File: config.mk
export PLATFORM = sky130hd
export DESIGN_NAME = swin_line_serializer
export DESIGN_NICKNAME = d
export VERILOG_FILES = /design/src/rtl/swin_pkg.sv /design/src/rtl/swin_win_fifo.sv /design/src/rtl/swin_line_serializer.sv
export SDC_FILE = /design/constraint.sdc
export NUM_CORES = 2
export LEC_CHECK = 0
export ABC_CLOCK_PERIOD_IN_PS = 15000
export CORE_UTILIZATION = 50
export CTS_CLUSTER_DIAMETER = 60
export DETAILED_ROUTE_END_ITERATION = 6
export PLACE_DENSITY = 0.78
export SETUP_SLACK_MARGIN = 0.02
export SYNTH_ARGS = -nofsm -noshare
export SYNTH_HDL_FRONTEND = slang
export SYNTH_SLANG_ARGS = --single-unit
File: constraint.sdc
create_clock -name clk -period 15 [get_ports clk]
set_input_delay 3 -clock clk [delete_from_list [all_inputs] [get_ports clk]]
set_output_delay 3 -clock clk [all_outputs]
set_load 0.02 [all_outputs]
File: src/rtl/swin_pkg.sv
// Shared constants for the sliding-window line serializer: word width,
// line indices and the read-FSM state encoding.
package swin_pkg;

  localparam int WORD_WIDTH = 128;

  localparam logic [1:0] LINE0 = 2'd0;
  localparam logic [1:0] LINE1 = 2'd1;
  localparam logic [1:0] LINE2 = 2'd2;

  typedef enum logic [1:0] {
    IDLE = 2'd0,
    L0   = 2'd1,
    L1   = 2'd2,
    L2   = 2'd3
  } state_t;

endpackage

File: src/rtl/swin_win_fifo.sv
// Synchronous window FIFO; exposes the head entry and the entry behind it so
// the serializer can move to the next window without a bubble.
module swin_win_fifo #(
  parameter int WIDTH = 384,
  parameter int DEPTH = 4
) (
  input  logic             clk,
  input  logic             rst,
  input  logic             push,
  input  logic             pop,
  input  logic [WIDTH-1:0] wdata,
  output logic [WIDTH-1:0] head,
  output logic [WIDTH-1:0] next_head,
  output logic             full,
  output logic             empty,
  output logic             single
);

  localparam int AW = $clog2(DEPTH);
  localparam int PW = AW + 1;

  logic [WIDTH-1:0] mem [DEPTH];
  logic [PW-1:0]    wr_ptr;
  logic [PW-1:0]    rd_ptr;
  logic [PW-1:0]    rd_ptr_inc;
  logic [PW-1:0]    fill;

  assign rd_ptr_inc = rd_ptr + PW'(1);
  assign fill       = wr_ptr - rd_ptr;
  assign head       = mem[rd_ptr[AW-1:0]];
  assign next_head  = mem[rd_ptr_inc[AW-1:0]];
  assign empty      = (wr_ptr == rd_ptr);
  assign full       = (wr_ptr[AW-1:0] == rd_ptr[AW-1:0]) && (wr_ptr[AW] != rd_ptr[AW]);
  assign single     = (fill == PW'(1));

  // Pointer update; the extra MSB tells full from empty.
  always_ff @(posedge clk or posedge rst) begin
    if (rst) begin
      wr_ptr <= '0;
      rd_ptr <= '0;
    end else begin
      if (push) wr_ptr <= wr_ptr + PW'(1);
      if (pop)  rd_ptr <= rd_ptr_inc;
    end
  end

  // Storage; a push while full lands in the slot being popped on the same edge.
  always_ff @(posedge clk) begin
    if (push) mem[wr_ptr[AW-1:0]] <= wdata;
  end

endmodule

File: src/rtl/swin_line_serializer.sv
// Buffers 3-line windows and replays them as a ready/valid stream of line
// words (line 0, 1, 2), tagging frame ends and counting dropped windows.
module swin_line_serializer #(
  parameter int WORD_WIDTH    = swin_pkg::WORD_WIDTH,
  parameter int FIFO_DEPTH    = 4,
  parameter int WIN_PER_FRAME = 512,
  parameter int CNT_WIDTH     = 16
) (
  input  logic                  clk,
  input  logic                  rst,
  input  logic [WORD_WIDTH-1:0] win_line_0,
  input  logic [WORD_WIDTH-1:0] win_line_1,
  input  logic [WORD_WIDTH-1:0] win_line_2,
  input  logic                  win_vld,
  output logic [WORD_WIDTH-1:0] m_data,
  output logic [1:0]            m_line_idx,
  output logic                  m_last,
  output logic                  m_vld,
  input  logic                  m_rdy,
  output logic                  overflow,
  output logic [CNT_WIDTH-1:0]  drop_cnt,
  output logic [CNT_WIDTH-1:0]  win_cnt
);

  import swin_pkg::*;

  localparam int EW = 3 * WORD_WIDTH;

  logic [EW-1:0]         wdata;
  logic [EW-1:0]         head;
  logic [EW-1:0]         next_head;
  logic [EW-1:0]         follow;
  logic                  full;
  logic                  empty;
  logic                  single;
  logic                  push;
  logic                  pop;
  logic                  drop;
  logic                  hs;
  logic                  frame_end;
  state_t                state;
  state_t                state_nxt;
  logic [WORD_WIDTH-1:0] data_nxt;
  logic [1:0]            idx_nxt;
  logic                  last_nxt;
  logic                  vld_nxt;

  assign wdata     = {win_line_2, win_line_1, win_line_0};
  assign hs        = m_vld && m_rdy;
  assign pop       = hs && (state == L2);
  assign push      = win_vld && (!full || pop);
  assign drop      = win_vld && full && !pop;
  assign frame_end = (win_cnt == CNT_WIDTH'(WIN_PER_FRAME - 1));
  // With one entry left and a push on the popping edge, the next window is the input itself.
  assign follow    = single ? wdata : next_head;

  swin_win_fifo #(
    .WIDTH (EW),
    .DEPTH (FIFO_DEPTH)
  ) u_fifo (
    .clk       (clk),
    .rst       (rst),
    .push      (push),
    .pop       (pop),
    .wdata     (wdata),
    .head      (head),
    .next_head (next_head),
    .full      (full),
    .empty     (empty),
    .single    (single)
  );

  // Next state and next registered beat.
  always_comb begin
    state_nxt = state;
    data_nxt  = m_data;
    idx_nxt   = m_line_idx;
    last_nxt  = m_last;
    vld_nxt   = m_vld;
    case (state)
      IDLE: begin
        if (!empty) begin
          state_nxt = L0;
          data_nxt  = head[WORD_WIDTH-1:0];
          idx_nxt   = LINE0;
          last_nxt  = 1'b0;
          vld_nxt   = 1'b1;
        end else begin
          vld_nxt   = 1'b0;
        end
      end
      L0: begin
        if (hs) begin
          state_nxt = L1;
          data_nxt  = head[2*WORD_WIDTH-1:WORD_WIDTH];
          idx_nxt   = LINE1;
        end else begin
          state_nxt = L0;
        end
      end
      L1: begin
        if (hs) begin
          state_nxt = L2;
          data_nxt  = head[3*WORD_WIDTH-1:2*WORD_WIDTH];
          idx_nxt   = LINE2;
          last_nxt  = frame_end;
        end else begin
          state_nxt = L1;
        end
      end
      L2: begin
        if (hs && (!single || push)) begin
          state_nxt = L0;
          data_nxt  = follow[WORD_WIDTH-1:0];
          idx_nxt   = LINE0;
          last_nxt  = 1'b0;
        end else if (hs) begin
          state_nxt = IDLE;
          data_nxt  = '0;
          idx_nxt   = LINE0;
          last_nxt  = 1'b0;
          vld_nxt   = 1'b0;
        end else begin
          state_nxt = L2;
        end
      end
      default: begin
        state_nxt = IDLE;
        vld_nxt   = 1'b0;
      end
    endcase
  end

  // State and output beat registers.
  always_ff @(posedge clk or posedge rst) begin
    if (rst) begin
      state      <= IDLE;
      m_data     <= '0;
      m_line_idx <= LINE0;
      m_last     <= 1'b0;
      m_vld      <= 1'b0;
    end else begin
      state      <= state_nxt;
      m_data     <= data_nxt;
      m_line_idx <= idx_nxt;
      m_last     <= last_nxt;
      m_vld      <= vld_nxt;
    end
  end

  // Frame position advances on each popped window; drops are counted separately.
  always_ff @(posedge clk or posedge rst) begin
    if (rst) begin
      win_cnt  <= '0;
      overflow <= 1'b0;
      drop_cnt <= '0;
    end else begin
      if (pop) win_cnt <= frame_end ? '0 : win_cnt + CNT_WIDTH'(1);
      if (drop) overflow <= 1'b1;
      if (drop && (drop_cnt != '1)) drop_cnt <= drop_cnt + CNT_WIDTH'(1);
    end
  end

endmodule

==> out/results.tsv <==
metric	value	unit
status	finished, final reports clean	
synth top area cells	edfxtp_1, mux4_2, dfrtp_1, nand2_1, a21oi_1	
fin nets	4721	
maximum vdd drop	453	uV
RSZ-0062 raised after global routing	no	
worst hold path class	flop to flop	
largest net degree at the start of global routing	146	
core box area	0.139	mm2
final core utilization	59.8	%
critical path startpoint	m_rdy	
CTS tree	yes	
Yosys top cell by area	edfxtp_1	
die width	376	um
slew of the pin with the lowest slew margin	1200	ps
area fraction of the dominant cell type after synthesis	65.8	%
GR Overflow Total	0	
fill cell count	9742	
Clk Latency, worst-skew pair	830	ps
Max H-tree Level	4	
critical path data arrival time	7260	ps
FF+latch count, synth	1709	
final slew viol count	0	
worst-case clock buffer depth	3	
via count	40552	
Top FF cell, synth	edfxtp_1	
relative slew slack	20.2	%
share of layout cells above drive strength 1	19.0	%
crit start category	primary input	
worst r2r src	u_fifo.rd_ptr[0]	
Avg WL per Cell	28.5	um
Final Hold Violating Endpoints	0	
syn avg cell area	18.3	um2
R2R depth	8	
Mapped Cells	3832	
Async SR Flop Fraction	10.1	%
drt first pass iters	6	
final setup fails	0	
Die Area	0.142	mm2
CTS Root Cell	clkbuf_16	
Min Hold Slack	479	ps
Crit Reg-Reg Endpoint	m_data[22]	
DR iter-0 viols	4372	
f_max	146	MHz
post-synth cell types	47	
Place WS	7410	ps
HPWL Detailed	102	mm
Starting Density	50.3	%
count leader, synth	edfxtp_1	
Die Y	376	um
nature of the critical path endpoint	flop	
Worst Setup EP	u_fifo.mem[2][144]	
initial antenna violation count	66	
clock skew	54.9	ps
FF-to-FF setup slack	10210	ps
worst path required time	15440	ps
CTS Sinks	1709	
Post-CTS Setup Bufs	0	
Final ANT Viol Nets	0	
Ys Warns	0	
DRC viols	0	
vias per inst	6.34	
Cell Area, Synth	0.0701	mm2
critical path class	primary input to flop	
global placer's final weighted congestion	0.778	
worst setup margin	8170	ps
Max Cap Viol	0	
Total Wirelength	182	mm
CTS Buf Count	174	
Final min period	6830	ps
Port Buffers	552	
Area Growth Syn to Fin	18.9	%
fin crit share	45.5	%
crit path max fanout	138	
setup TNS	0	ps
first-pass GRT wire length	267	mm
sequential element share of the synthesized area	72.0	%
cts hold-fix bufs	0	
CTS resizes	0	
syn nets	4230	
GRT Overall Usage	25.6	%
Post-synth EDFFs	1536	
Ports	553	
Commonest cells post-synth	edfxtp_1, mux4_2, nand2_1	
vias in the first global route	41333	
Power Density	218	mW/mm2
Worst-path clk slew	60	ps
Rows	137	
Leak	27.4	nW
==> critical path: stages <==
cell and delay [ps]:
clkdlybuf4s50_1 600, nand4_1 180, buf_12 310, nand4_1 420
and3_4 810, buf_12 740, buf_4 840
==> how the worst min path moves through the flow <==
| stage | startpoint | to | slack, ps | depth (start not counted) |
|---|---|---|---|---|
| after global placement | m_data[73] | m_data[73] | 460 | 2 |
| final | m_data[54] | m_data[54] | 480 | 2 |
| after global routing | m_data[54] | m_data[54] | 510 | 2 |
| after detailed placement | m_data[5] | m_data[5] | 460 | 2 |
| after CTS | m_data[4] | m_data[4] | 480 | 2 |
| after floorplan | u_fifo.rd_ptr[2] | u_fifo.rd_ptr[2] | 500 | 1 |
==> through the flow <==
step	instance area, um2	std cells	total power, mW
floorplan	70100	3832	11.9
global placement	77400	6023	13.7
detailed placement	77400	6023	13.8
CTS	83200	6347	18.2
global route	83300	6375	18.9
finish	83400	6392	18.2
==> layout by cell type (no fill, tap or decap), types with 8 or more instances in the layout <==
cell,n
o221ai_1,127
inv_1,8
clkinv_2,32
xor2_1,9
nand4_1,140
clkdlybuf4s50_1,551
buf_12,11
diode_2,45
nand3_1,8
dfrtp_1,170
clkbuf_8,12
buf_4,42
edfxtp_1,1536
clkbuf_1,46
inv_8,8
o21ai_0,134
bufinv_16,15
clkbuf_16,177
ha_1,8
nor2_1,143
a21oi_1,258
nand2_1,403
xnor2_1,21
clkinv_1,20
mux4_2,512
==> kinds of logic after synthesis <==
| logic type | count (synthesis) | share of synthesized area (%) |
|---|---|---|
| flops | 1709 | 72.0 |
| simple gates | 728 | 4.57 |
| compound gates | 536 | 4.54 |
| mux | 516 | 16.5 |
| buf+inv | 300 | 1.79 |
| xor+xnor | 33 | 0.464 |
| fa+ha+maj | 10 | 0.189 |
==> cell type report <==
type                       instances  area [um2]  area share [%]
inverter                          10        52.6          0.0630
timing repair buffer             605        6060            7.27
antenna                           45         113           0.135
clock inverter                    89        1050            1.26
clock buffer                     235        4770            5.72
multi-input combinational       1823       18500            22.2
sequential                      1709       50500            60.5
tap                             1876        2350            2.82
==> sequential cells by signal, indices dropped and copies added (netlist names) <==
name / count
u_fifo.mem: 1536
m_line_idx: 2
m_vld: 1
overflow: 1
win_cnt: 16
u_fifo.rd_ptr: 3
u_fifo.wr_ptr: 3
m_data: 128
state: 2
m_last: 1
drop_cnt: 16
==> metal layers <==
metal  global-route usage (%)  vias to the layer above  part of all wire [%]
li1                         -                    16714                     -
met1                     33.6                    20987                    37
met2                     39.7                     2352                    48
met3                     7.52                      431                    11
met4                     11.5                       68                   3.7
met5                        0                        -                  0.22
==> where the power goes <==
group | internal, mW | switching, mW | total (mW)
clock | 2.51 | 1.84 | 4.35
combinational | 2.67 | 4.19 | 6.86
sequential | 6.44 | 0.509 | 6.95
total | 11.6 | 6.54 | 18.2
Note: power is estimated with default switching activity, not from simulation.
